==> src/rtl/phase_shifter_tx_if.sv <==
// Phase shifter transmit bus: serial data in, phase control and 8-sample word out.
// prbs_en exists only when PHASE_TX_PRBS_EN is defined.
interface phase_shifter_tx_if;
   logic       serin;
   logic [3:0] phsel;
   logic       phsel_load;
   logic       phsel_busy;
   logic       phsel_err;
   logic [7:0] serout;
`ifdef PHASE_TX_PRBS_EN
   logic       prbs_en;

   modport master (output serin, phsel, phsel_load, prbs_en,
                   input  phsel_busy, phsel_err, serout);
   modport slave  (input  serin, phsel, phsel_load, prbs_en,
                   output phsel_busy, phsel_err, serout);
`else
   modport master (output serin, phsel, phsel_load,
                   input  phsel_busy, phsel_err, serout);
   modport slave  (input  serin, phsel, phsel_load,
                   output phsel_busy, phsel_err, serout);
`endif
endinterface

==> src/rtl/phase_shifter_tx.sv <==
// Expands serin to 8 samples/bit and delays it by 0..15 sub-bit phases; PHASE_TX_PRBS_EN adds a PRBS7 source.
// Latency 2 cycles + d samples; no backpressure, loads arriving while busy are dropped and flagged on phsel_err.
module phase_shifter_tx #(
   parameter int QUIET_TIMEOUT = 255
) (
   input  logic              CLK400,
   input  logic              reset,
   phase_shifter_tx_if.slave bus
);
   localparam logic [1:0] IDLE  = 2'd0;
   localparam logic [1:0] WAIT  = 2'd1;
   localparam logic [1:0] APPLY = 2'd2;

   logic [1:0]  state;
   logic [2:0]  hist;
   logic [3:0]  d;
   logic [3:0]  pend;
   logic [7:0]  cnt;
   logic [8:0]  cnt_inc;
   logic [23:0] expand;
   logic [4:0]  base;
   logic [7:0]  word;
   logic        busy;
   logic        err;
   logic        quiet;
   logic        accept;
   logic        bit_in;

`ifdef PHASE_TX_PRBS_EN
   logic [6:0] prbs;

   always_ff @(posedge CLK400) begin
      if (reset) begin
         prbs <= 7'h7F;
      end else begin
         prbs <= {prbs[5:0], prbs[6] ^ prbs[5]};
      end
   end

   assign bit_in = bus.prbs_en ? prbs[6] : bus.serin;
`else
   assign bit_in = bus.serin;
`endif

   // hist[0] is the newest bit; the oldest bit occupies the low 8 sample positions.
   assign expand  = {{8{hist[0]}}, {8{hist[1]}}, {8{hist[2]}}};
   assign base    = 5'd16 - {1'b0, d};
   assign quiet   = (hist[0] == hist[1]) && (hist[1] == hist[2]);
   assign accept  = bus.phsel_load && !busy;
   assign cnt_inc = {1'b0, cnt} + 9'd1;

   always_ff @(posedge CLK400) begin
      if (reset) begin
         hist  <= '0;
         word  <= '0;
         busy  <= 1'b0;
         err   <= 1'b0;
         d     <= '0;
         pend  <= '0;
         cnt   <= '0;
         state <= IDLE;
      end else begin
         hist <= {hist[1:0], bit_in};
         word <= expand[base +: 8];
         err  <= bus.phsel_load && busy;
         case (state)
            IDLE: begin
               // busy lingers one cycle past APPLY, so a load right then is still refused
               busy <= accept;
               if (accept) begin
                  pend  <= bus.phsel;
                  state <= WAIT;
               end
            end
            WAIT: begin
               if (quiet || (cnt_inc >= 9'(QUIET_TIMEOUT))) begin
                  state <= APPLY;
               end
               if (cnt != 8'hFF) begin
                  cnt <= cnt_inc[7:0];
               end
            end
            APPLY: begin
               d     <= pend;
               cnt   <= '0;
               state <= IDLE;
            end
            default: state <= IDLE;
         endcase
      end
   end

   assign bus.serout     = word;
   assign bus.phsel_busy = busy;
   assign bus.phsel_err  = err;
endmodule

==> src/flat_wrapper.sv <==
// flat-port wrapper written by rule: the top's interface ports become plain ports
module phase_shifter_tx_flat 
#(
   parameter int QUIET_TIMEOUT = 255
)
  (CLK400, reset, bus_serin, bus_phsel, bus_phsel_load, bus_phsel_busy, bus_phsel_err, bus_serout);
  phase_shifter_tx_if bus_i ();
  input  logic CLK400;
  input  logic reset;
  input wire logic [$bits(bus_i.serin)-1:0] bus_serin;
  input wire logic [$bits(bus_i.phsel)-1:0] bus_phsel;
  input wire logic [$bits(bus_i.phsel_load)-1:0] bus_phsel_load;
  output wire logic [$bits(bus_i.phsel_busy)-1:0] bus_phsel_busy;
  output wire logic [$bits(bus_i.phsel_err)-1:0] bus_phsel_err;
  output wire logic [$bits(bus_i.serout)-1:0] bus_serout;
  assign bus_i.serin = bus_serin;
  assign bus_i.phsel = bus_phsel;
  assign bus_i.phsel_load = bus_phsel_load;
  assign bus_phsel_busy = bus_i.phsel_busy;
  assign bus_phsel_err = bus_i.phsel_err;
  assign bus_serout = bus_i.serout;
  phase_shifter_tx #(.QUIET_TIMEOUT(QUIET_TIMEOUT)) u_core (.CLK400(CLK400), .reset(reset), .bus(bus_i));
endmodule
==> config.mk <==
export PLATFORM = sky130hd
export DESIGN_NAME = phase_shifter_tx_flat
export DESIGN_NICKNAME = d
export VERILOG_FILES = /design/src/rtl/phase_shifter_tx_if.sv /design/src/rtl/phase_shifter_tx.sv /design/src/flat_wrapper.sv
export SDC_FILE = /design/constraint.sdc
export NUM_CORES = 1
export LEC_CHECK = 0
export ABC_AREA = 1
export CORE_MARGIN = 2
export CORE_UTILIZATION = 55
export CTS_CLUSTER_DIAMETER = 30
export CTS_CLUSTER_SIZE = 28
export DETAILED_ROUTE_END_ITERATION = 10
export PLACE_DENSITY = 0.8
export SYNTH_ARGS = -nofsm -noshare
export SYNTH_HDL_FRONTEND = slang
export SYNTH_SLANG_ARGS = --single-unit
==> constraint.sdc <==
create_clock -name CLK400 -period 1.82 [get_ports CLK400]
set_input_delay 0.273 -clock CLK400 [delete_from_list [all_inputs] [get_ports CLK400]]
set_output_delay 0.273 -clock CLK400 [all_outputs]
set_load 0.05 [all_outputs]
[Word-level counts from Yosys, hierarchy flattened]
Index checks and enable logic that the tools add are counted.
Word-level totals
  register bits after elaboration: 31
  input bits: 8
  output and inout bits: 10
Cells by class
  $add $sub $neg: 2
  order comparisons: 1
  equal/unequal tests: 8
  shifts and indexed selects: 1
  muxes and demuxes: 5
  reductions and logical operators: 10
Operator list (count)
  $shiftx A24 B6 Y8: 1
  $pmux W8 S2: 1
  $add A8 B1 Y9 const B: 1
  $ge A9 B8 Y1 const B: 1
  $mux W8: 1
  $ne A8 B8 Y1 const B: 1
  $ne A2 B1 Y1 const B: 3
  $reduce_and A2 Y1: 3
  $sub A5 B4 Y5 const A: 1
  $mux W2: 2
  $pmux W2 S2: 1
  $logic_and A1 B1 Y1: 3
  $eq A1 B1 Y1: 2
  $eq A2 B1 Y1 const B: 1
  $eq A2 B2 Y1 const B: 1
  $logic_not A2 Y1: 1
  $reduce_bool A2 Y1: 1
  $logic_not A1 Y1: 1
  $logic_or A1 B1 Y1: 1

[Longest topological paths before layout]
Gate-level depths: netlist of the first run.
  word-level depth: 5
  mapped depth: 12
  depth with buffers taken out: 11

[Worst setup path before layout of the first run]
No wires, ideal clock.
  path kind: register -> register
  start point: reg u_core.d[0]
  end point: reg u_core.word[7] (netlist: u_core.bus.serout[7])
  library setup time: 0.134 ns
  data arrival time: 1.317 ns
  required time: 1.686 ns
  slack: 0.370 ns
  stages on the path, launching flop included: 12
  cells stage by stage: dfxtp_1 > inv_2 > ha_1 > inv_1 > nand2_1 > nand2_1 > buf_4 > nor2_2 > nor2_2 > nand2_1 > nand3_1 > a21oi_1
On the way
  longest elaborated chain between the ends: 2
RTL lines
  start, declared: line phase_shifter_tx.sv:16  | logic [3:0] d;
  start signal, assigned: line phase_shifter_tx.sv:84  | d <= pend;
  $sub A5 B4 Y5: line phase_shifter_tx.sv:47  | assign base = 5'd16 - {1'b0, d};
  $shiftx A24 B6 Y8: line phase_shifter_tx.sv:64  | word <= expand[base +: 8];
  end signal, assigned: line phase_shifter_tx.sv:64
  end, declared: line phase_shifter_tx.sv:22  | logic [7:0] word;
No other way between the ends.
A chain may end at the register's enable or synchronous reset.

[Final worst setup path of the first run]
  start point: reg u_core.busy (netlist: u_core.bus.phsel_busy)
  end point: out bus_phsel_busy
RTL lines
  start, declared: line phase_shifter_tx.sv:23  | logic busy;
  start signal, assigned: line phase_shifter_tx.sv:69  | busy <= accept;
  end, declared: line flat_wrapper.sv:13  | output wire logic [$bits(bus_i.phsel_busy)-1:0] bus_phsel_busy;
No word-level cell between the ends.

==> results_dict.tcl, run 1 <==
set metrics [dict create \
    pwr_density_cell_nw_per_um2 836 \
    peakVddDrop_uv 611 \
    critPathCaptureType "output port" \
    synth-xor-area-share_pct 0.532 \
    cts.repair.resized 0 \
    layout_common_cells "nand2_1, dfxtp_1, nor2_1, nand3_1, clkdlybuf4s50_1" \
    die-area_um2 3450 \
    place_congestion 0.947 \
    n_antenna_cell 0 \
    synthDistinctLibCells 26 \
    ys_seq_elements 31 \
    max-clock-path-buffers 2 \
    viasPerCell 5.16 \
    clk_latency_ns 0.33 \
    swShare_pct 35.3 \
    clk_pin_slew_ns 0.09 \
    hold_violations 0 \
    power_frac_comb_pct 28.9 \
    crit_path_max_fanout 3 \
    top_level_ports 18 \
    numPortBuffers 17 \
    antenna_found_initial 0 \
    period_share_pct 96.8 \
    first_pass_iters 7 \
    overflow 0 \
    syn-num-nets 257 \
    path_class "reg2out" \
    cts_inserted_buffers 5 \
    p_seq_share_pct 47.5 \
    grt_usage_pct 22.0 \
    core_area_um2 2810 \
    dpl_cell_area_um2 1850 \
    relSlewSlack_pct 64.4 \
    switchingPower_w 0.000561 \
    die_h_um 58.7 \
    fill_cells 258 \
    dp_hpwl_um 2460 \
    worstPathRequired_ns 1.55 \
    synth_mux_area_share_pct 0 \
    cpPeakStageDelay_ns 0.81 \
    fmax_mhz 568 \
    path_cells "clkdlybuf4s50_1" \
    final_nets 279 \
    yosysWarnings 0 \
    grt_pass1_vias 1395 \
    rsz0062_at_grt "false" \
    status "complete, but fails checks" \
    drive_gt1_share_pct 16.0 \
    cap_viol_max_count 0 \
    cpLargestDelayFamily "buffers and inverters" \
    cts_setup_buffers 0 \
    worst_path_max_delay_cell "clkdlybuf4s50_1" \
    initial_core_util_pct 58.7 \
    final_area_um2 1900 \
    antenna_left 0 \
    placement_rows 19 \
    fp.dieW_um 58.7 \
    p_leak_nw 0.789 \
    yosys.area.top_type "dfxtp_1" \
    synth_top_family_by_area "simple AND/OR/NAND/NOR gates" \
    drt_iter0_drc 62 \
    synth_cells 246 \
    cts-root-buf "clkbuf_4" \
    yosys-top-cells-area "dfxtp_1, nand2_1, nand3_1" \
    yosys.area_share.adder_pct 2.28 \
    grt_max_degree 20 \
    avgSynthCellArea_um2 6.69 \
    maxSlewViolCount 0 \
    p_int_w 0.00103 \
    dp.cells 292 \
    holdBufCountCts 0 \
    h-tree-depth 2 \
    vias 1549 \
    final_common_cell "nand2_1" \
    synth-compound-area-share_pct 12.9 \
    skew_ns 0.0161 \
    cts_sinks 31 \
    tritoncts "built" \
    worst_slew_pin_slew_ns 0.532 \
    netlist_area_um2 1650 \
    fin_cells 300 \
    fin_tns_setup_ns 0 \
    period_needed_ns 1.76 \
    hold_class "reg2reg" \
    syn_to_final_growth_pct 15.4 \
    grt_pass1_wl_um 5870 \
    violations "design-rule violations" \
    routed_wl_um 3260 \
    holdWs_ns 0.457 \
    setup_viol_count_final 0 \
    synth-simple-area-share_pct 38.7 \
    ys_seq_area_share_pct 37.7 \
    drt_drc_violations_left 1 \
    crit_arrival_ns 1.49 \
    clock_power_share_pct 23.5 \
    startpoint_type "register" \
    path_buf_inv 1 \
    wl_per_cell_um 10.9 \
    synth_top_area_share_pct 37.7 \
]
==> cell families (layout without fill, tap and decap cells) <==
group | count (synthesis) | count (layout)
AO/OA/AOI/OAI | 36 | 36
XOR/XNOR | 1 | 1
AND/OR/NAND/NOR | 143 | 143
buffers and inverters | 32 | 55
flip-flops | 31 | 31
adder cells (fa/ha/maj) | 3 | 3
==> path summary, 6_finish.rpt <==
| check | start | endpoint | slack (ns) | cells after the start |
|---|---|---|---|---|
| worst max register to register | u_core.d[0] | u_core.bus.serout[7] | 0.20 | 11 |
| worst min-delay path | u_core.bus.phsel_busy | u_core.bus.phsel_err | 0.46 | 2 |
| worst max-delay path | u_core.bus.phsel_busy | bus_phsel_busy | 0.06 | 1 |
| worst min register to register | u_core.bus.phsel_busy | u_core.bus.phsel_err | 0.46 | 2 |
==> registers in the layout, summed over array words and instances (netlist names) <==
name	cells
u_core.bus.phsel_err	1
u_core.bus.phsel_busy	1
u_core.hist	3
u_core.pend	4
u_core.d	4
u_core.state	2
u_core.bus.serout	8
u_core.cnt	8
==> Yosys cell counts <==
cell,number
nand2_1,77
clkbuf_1,2
nor2_1,24
or2_2,1
buf_2,1
o21ai_0,8
o21ai_1,3
a21oi_1,16
nand3_2,1
xor2_1,1
ha_1,3
dfxtp_1,31
clkinv_4,1
nor3_1,4
nand2_2,4
inv_1,16
o21bai_1,1
nor3_2,1
nor2_2,5
inv_2,11
nand2_4,2
a21oi_2,7
nand3_1,22
buf_4,1
o31ai_1,1
nor2_4,2
==> routing by layer <==
metal	global-route usage [%]	part of all wire, %
met5	0	0
met4	7.79	1.6
met3	4.62	4.1
met2	34.7	45
met1	30.0	49
==> final cells by class <==
| class | instances | area (um2) | share of cell area (%) |
|---|---|---|---|
| sequential | 31 | 621 | 32.7 |
| tap | 31 | 38.8 | 2.04 |
| clock buffer | 7 | 45.0 | 2.37 |
| timing repair buffer | 19 | 185 | 9.75 |
| multi-input combinational | 183 | 895 | 47.1 |
| clock inverter | 1 | 5.00 | 0.264 |
| inverter | 28 | 110 | 5.80 |
==> through the flow <==
step	power [W]	worst slack (ns)	utilization [%]
after floorplan	0.00111	0.370	-
after global placement	0.00123	0.276	65.9
after detailed placement	0.00123	0.233	65.9
after CTS	0.00160	0.0486	67.7
after global routing	0.00168	0.0260	67.7
final	0.00159	0.0580	67.7
==> power groups by stage <==
stage | clock [W] | sequential [W] | combinational [W]
3_3_place_gp | 0 | 0.000769 | 0.000457
3_5_place_dp | 0 | 0.000770 | 0.000457
6_report | 0.000374 | 0.000754 | 0.000459
2_1_floorplan | 0 | 0.000846 | 0.000262
4_1_cts | 0.000384 | 0.000754 | 0.000458
5_1_grt | 0.000410 | 0.000761 | 0.000513
Note: power is estimated with default switching activity, not from simulation.
==> run 2, diff against run 1 <==
- GPL_TIMING_DRIVEN: default -> 0
==> run 2 against run 1 <==
Register-to-register slack lost 0.05 ns; the run still ends with design-rule violations left; critical endpoint is now bus_phsel_err; largest cell class unchanged; core utilization grew 0.40 points; via count shrank 0.77%; critical path type unchanged.
==> results_dict.tcl, run 2 (same netlist as run 1, synthesis figures left out) <==
set metrics [dict create \
    syn_to_final_growth_pct 16.1 \
    clock_power_share_pct 23.7 \
    path_class "reg2out" \
    holdWs_ns 0.455 \
    maxSlewViolCount 0 \
    startpoint_type "register" \
    peakVddDrop_uv 495 \
    place_congestion 0.863 \
    core_area_um2 2810 \
    final_area_um2 1910 \
    cpLargestDelayFamily "buffers and inverters" \
    numPortBuffers 17 \
    cts-root-buf "clkbuf_4" \
    grt_pass1_wl_um 5840 \
    cp.depth 1 \
    period_needed_ns 1.73 \
    hold_violations 0 \
    fmax_mhz 580 \
    top_level_ports 18 \
    drive_gt1_share_pct 15.9 \
    setup_viol_count_final 0 \
    fin_tns_setup_ns 0 \
    initial_core_util_pct 58.7 \
    status "complete, but fails checks" \
    crit_arrival_ns 1.45 \
    path_cells "clkdlybuf4s50_1" \
    pwr_density_cell_nw_per_um2 837 \
    fp.dieW_um 58.7 \
    clk_latency_ns 0.33 \
    period_share_pct 94.8 \
    cts_sinks 31 \
    antenna_found_initial 0 \
    crit_path_max_fanout 1 \
    violations "design-rule violations" \
    n_antenna_cell 0 \
    vias 1537 \
    clk_pin_slew_ns 0.10 \
    final_common_cell "nand2_1" \
    layout_common_cells "nand2_1, dfxtp_1, nor2_1, nand3_1" \
    routed_wl_um 3300 \
    rsz0062_at_grt "false" \
    worstPathRequired_ns 1.55 \
    reg2regPathDepth 9 \
    power_frac_comb_pct 29.2 \
    post-place-ws_ns 0.0680 \
    p_int_w 0.00103 \
    wl_per_cell_um 10.9 \
    dp_hpwl_um 2470 \
    placement_rows 19 \
    p_seq_share_pct 47.1 \
    grt_usage_pct 22.4 \
    multi_input_area_um2 895 \
    drt_drc_violations_left 1 \
    cpPeakStageDelay_ns 0.81 \
    final-seq-area_um2 621 \
    dpl_cell_area_um2 1850 \
    p_leak_nw 0.807 \
    grt_pass1_vias 1324 \
    swShare_pct 35.7 \
    worst_slew_pin_slew_ns 0.516 \
    max-clock-path-buffers 2 \
    viasPerCell 5.09 \
    critPathCaptureType "output port" \
    die-area_um2 3450 \
    h-tree-depth 2 \
    switchingPower_w 0.000571 \
    relSlewSlack_pct 65.5 \
    die_h_um 58.7 \
    final_nets 281 \
    drt_iter0_drc 77 \
    first_pass_iters 7 \
    grt_max_degree 11 \
    cts_setup_buffers 0 \
    skew_ns 0.00708 \
    hold_class "reg2reg" \
    holdBufCountCts 0 \
    path_buf_inv 1 \
    cts_inserted_buffers 5 \
    hold_depth 2 \
    cap_viol_max_count 0 \
    tritoncts "built" \
    fin_ws_ns 0.0949 \
    overflow 0 \
    worst_path_max_delay_cell "clkdlybuf4s50_1" \
    antenna_left 0 \
    fill_cells 249 \
]
run 2: changes by cell type in the layout (fill, tap and decap cells not counted):
cell             change
buf_6                +1
clkbuf_1             +2
buf_4                -2
dlymetal6s2s_1       +1
buf_2                +1
clkdlybuf4s50_1      -1
run 2: final timing paths:
kind | start | slack (ns) | to
max | u_core.bus.phsel_err | 0.09 | bus_phsel_err
min | u_core.bus.phsel_busy | 0.46 | u_core.bus.phsel_err
max reg2reg | u_core.d[0] | 0.15 | u_core.bus.serout[7]
min reg2reg | u_core.bus.phsel_busy | 0.46 | u_core.bus.phsel_err
run 2: routing by layer:
layer | wire (um) | GRT usage (%) | up-vias | share of wire (%)
li1 | - | - | 828 | -
met1 | 1580 | 30.2 | 667 | 48
met2 | 1520 | 34.0 | 37 | 46
met3 | 143 | 4.62 | 5 | 4.3
met4 | 51 | 11.7 | 0 | 1.5
met5 | 0 | 0 | - | 0
run 2: power groups by stage:
stage | Clock [W] | Sequential (W) | Combinational [W]
after global placement | 0 | 0.000768 | 0.000459
after floorplan | 0 | 0.000846 | 0.000262
final | 0.000379 | 0.000754 | 0.000467
after global routing | 0.000422 | 0.000759 | 0.000517
after CTS | 0.000392 | 0.000753 | 0.000463
after detailed placement | 0 | 0.000770 | 0.000462
run 2: timing repair:
| action | in CTS | in global routing |
|---|---|---|
| endpoints found under the setup margin | 0 | 2 |
| gates resized for setup | 0 | 2 |
| endpoints found under the hold margin | 0 | 0 |
run 2: layout make-up:
| class | instances | area share, % |
|---|---|---|
| repair buffers | 17 | 9.04 |
| clock buffers | 7 | 2.36 |
| clock inverters | 1 | 0.262 |
| multi-input cells | 183 | 46.8 |
| plain buffers | 4 | 1.24 |
| well taps | 31 | 2.03 |
| flip-flops and latches | 31 | 32.5 |
| inverters | 28 | 5.76 |
run 2: per-stage QoR:
stage	utilization, %	cells	total power (W)
floorplan	-	246	0.00111
global placement	66.1	294	0.00123
detailed placement	66.1	294	0.00123
CTS	67.9	302	0.00161
global route	68.1	302	0.00170
finish	68.1	302	0.00160
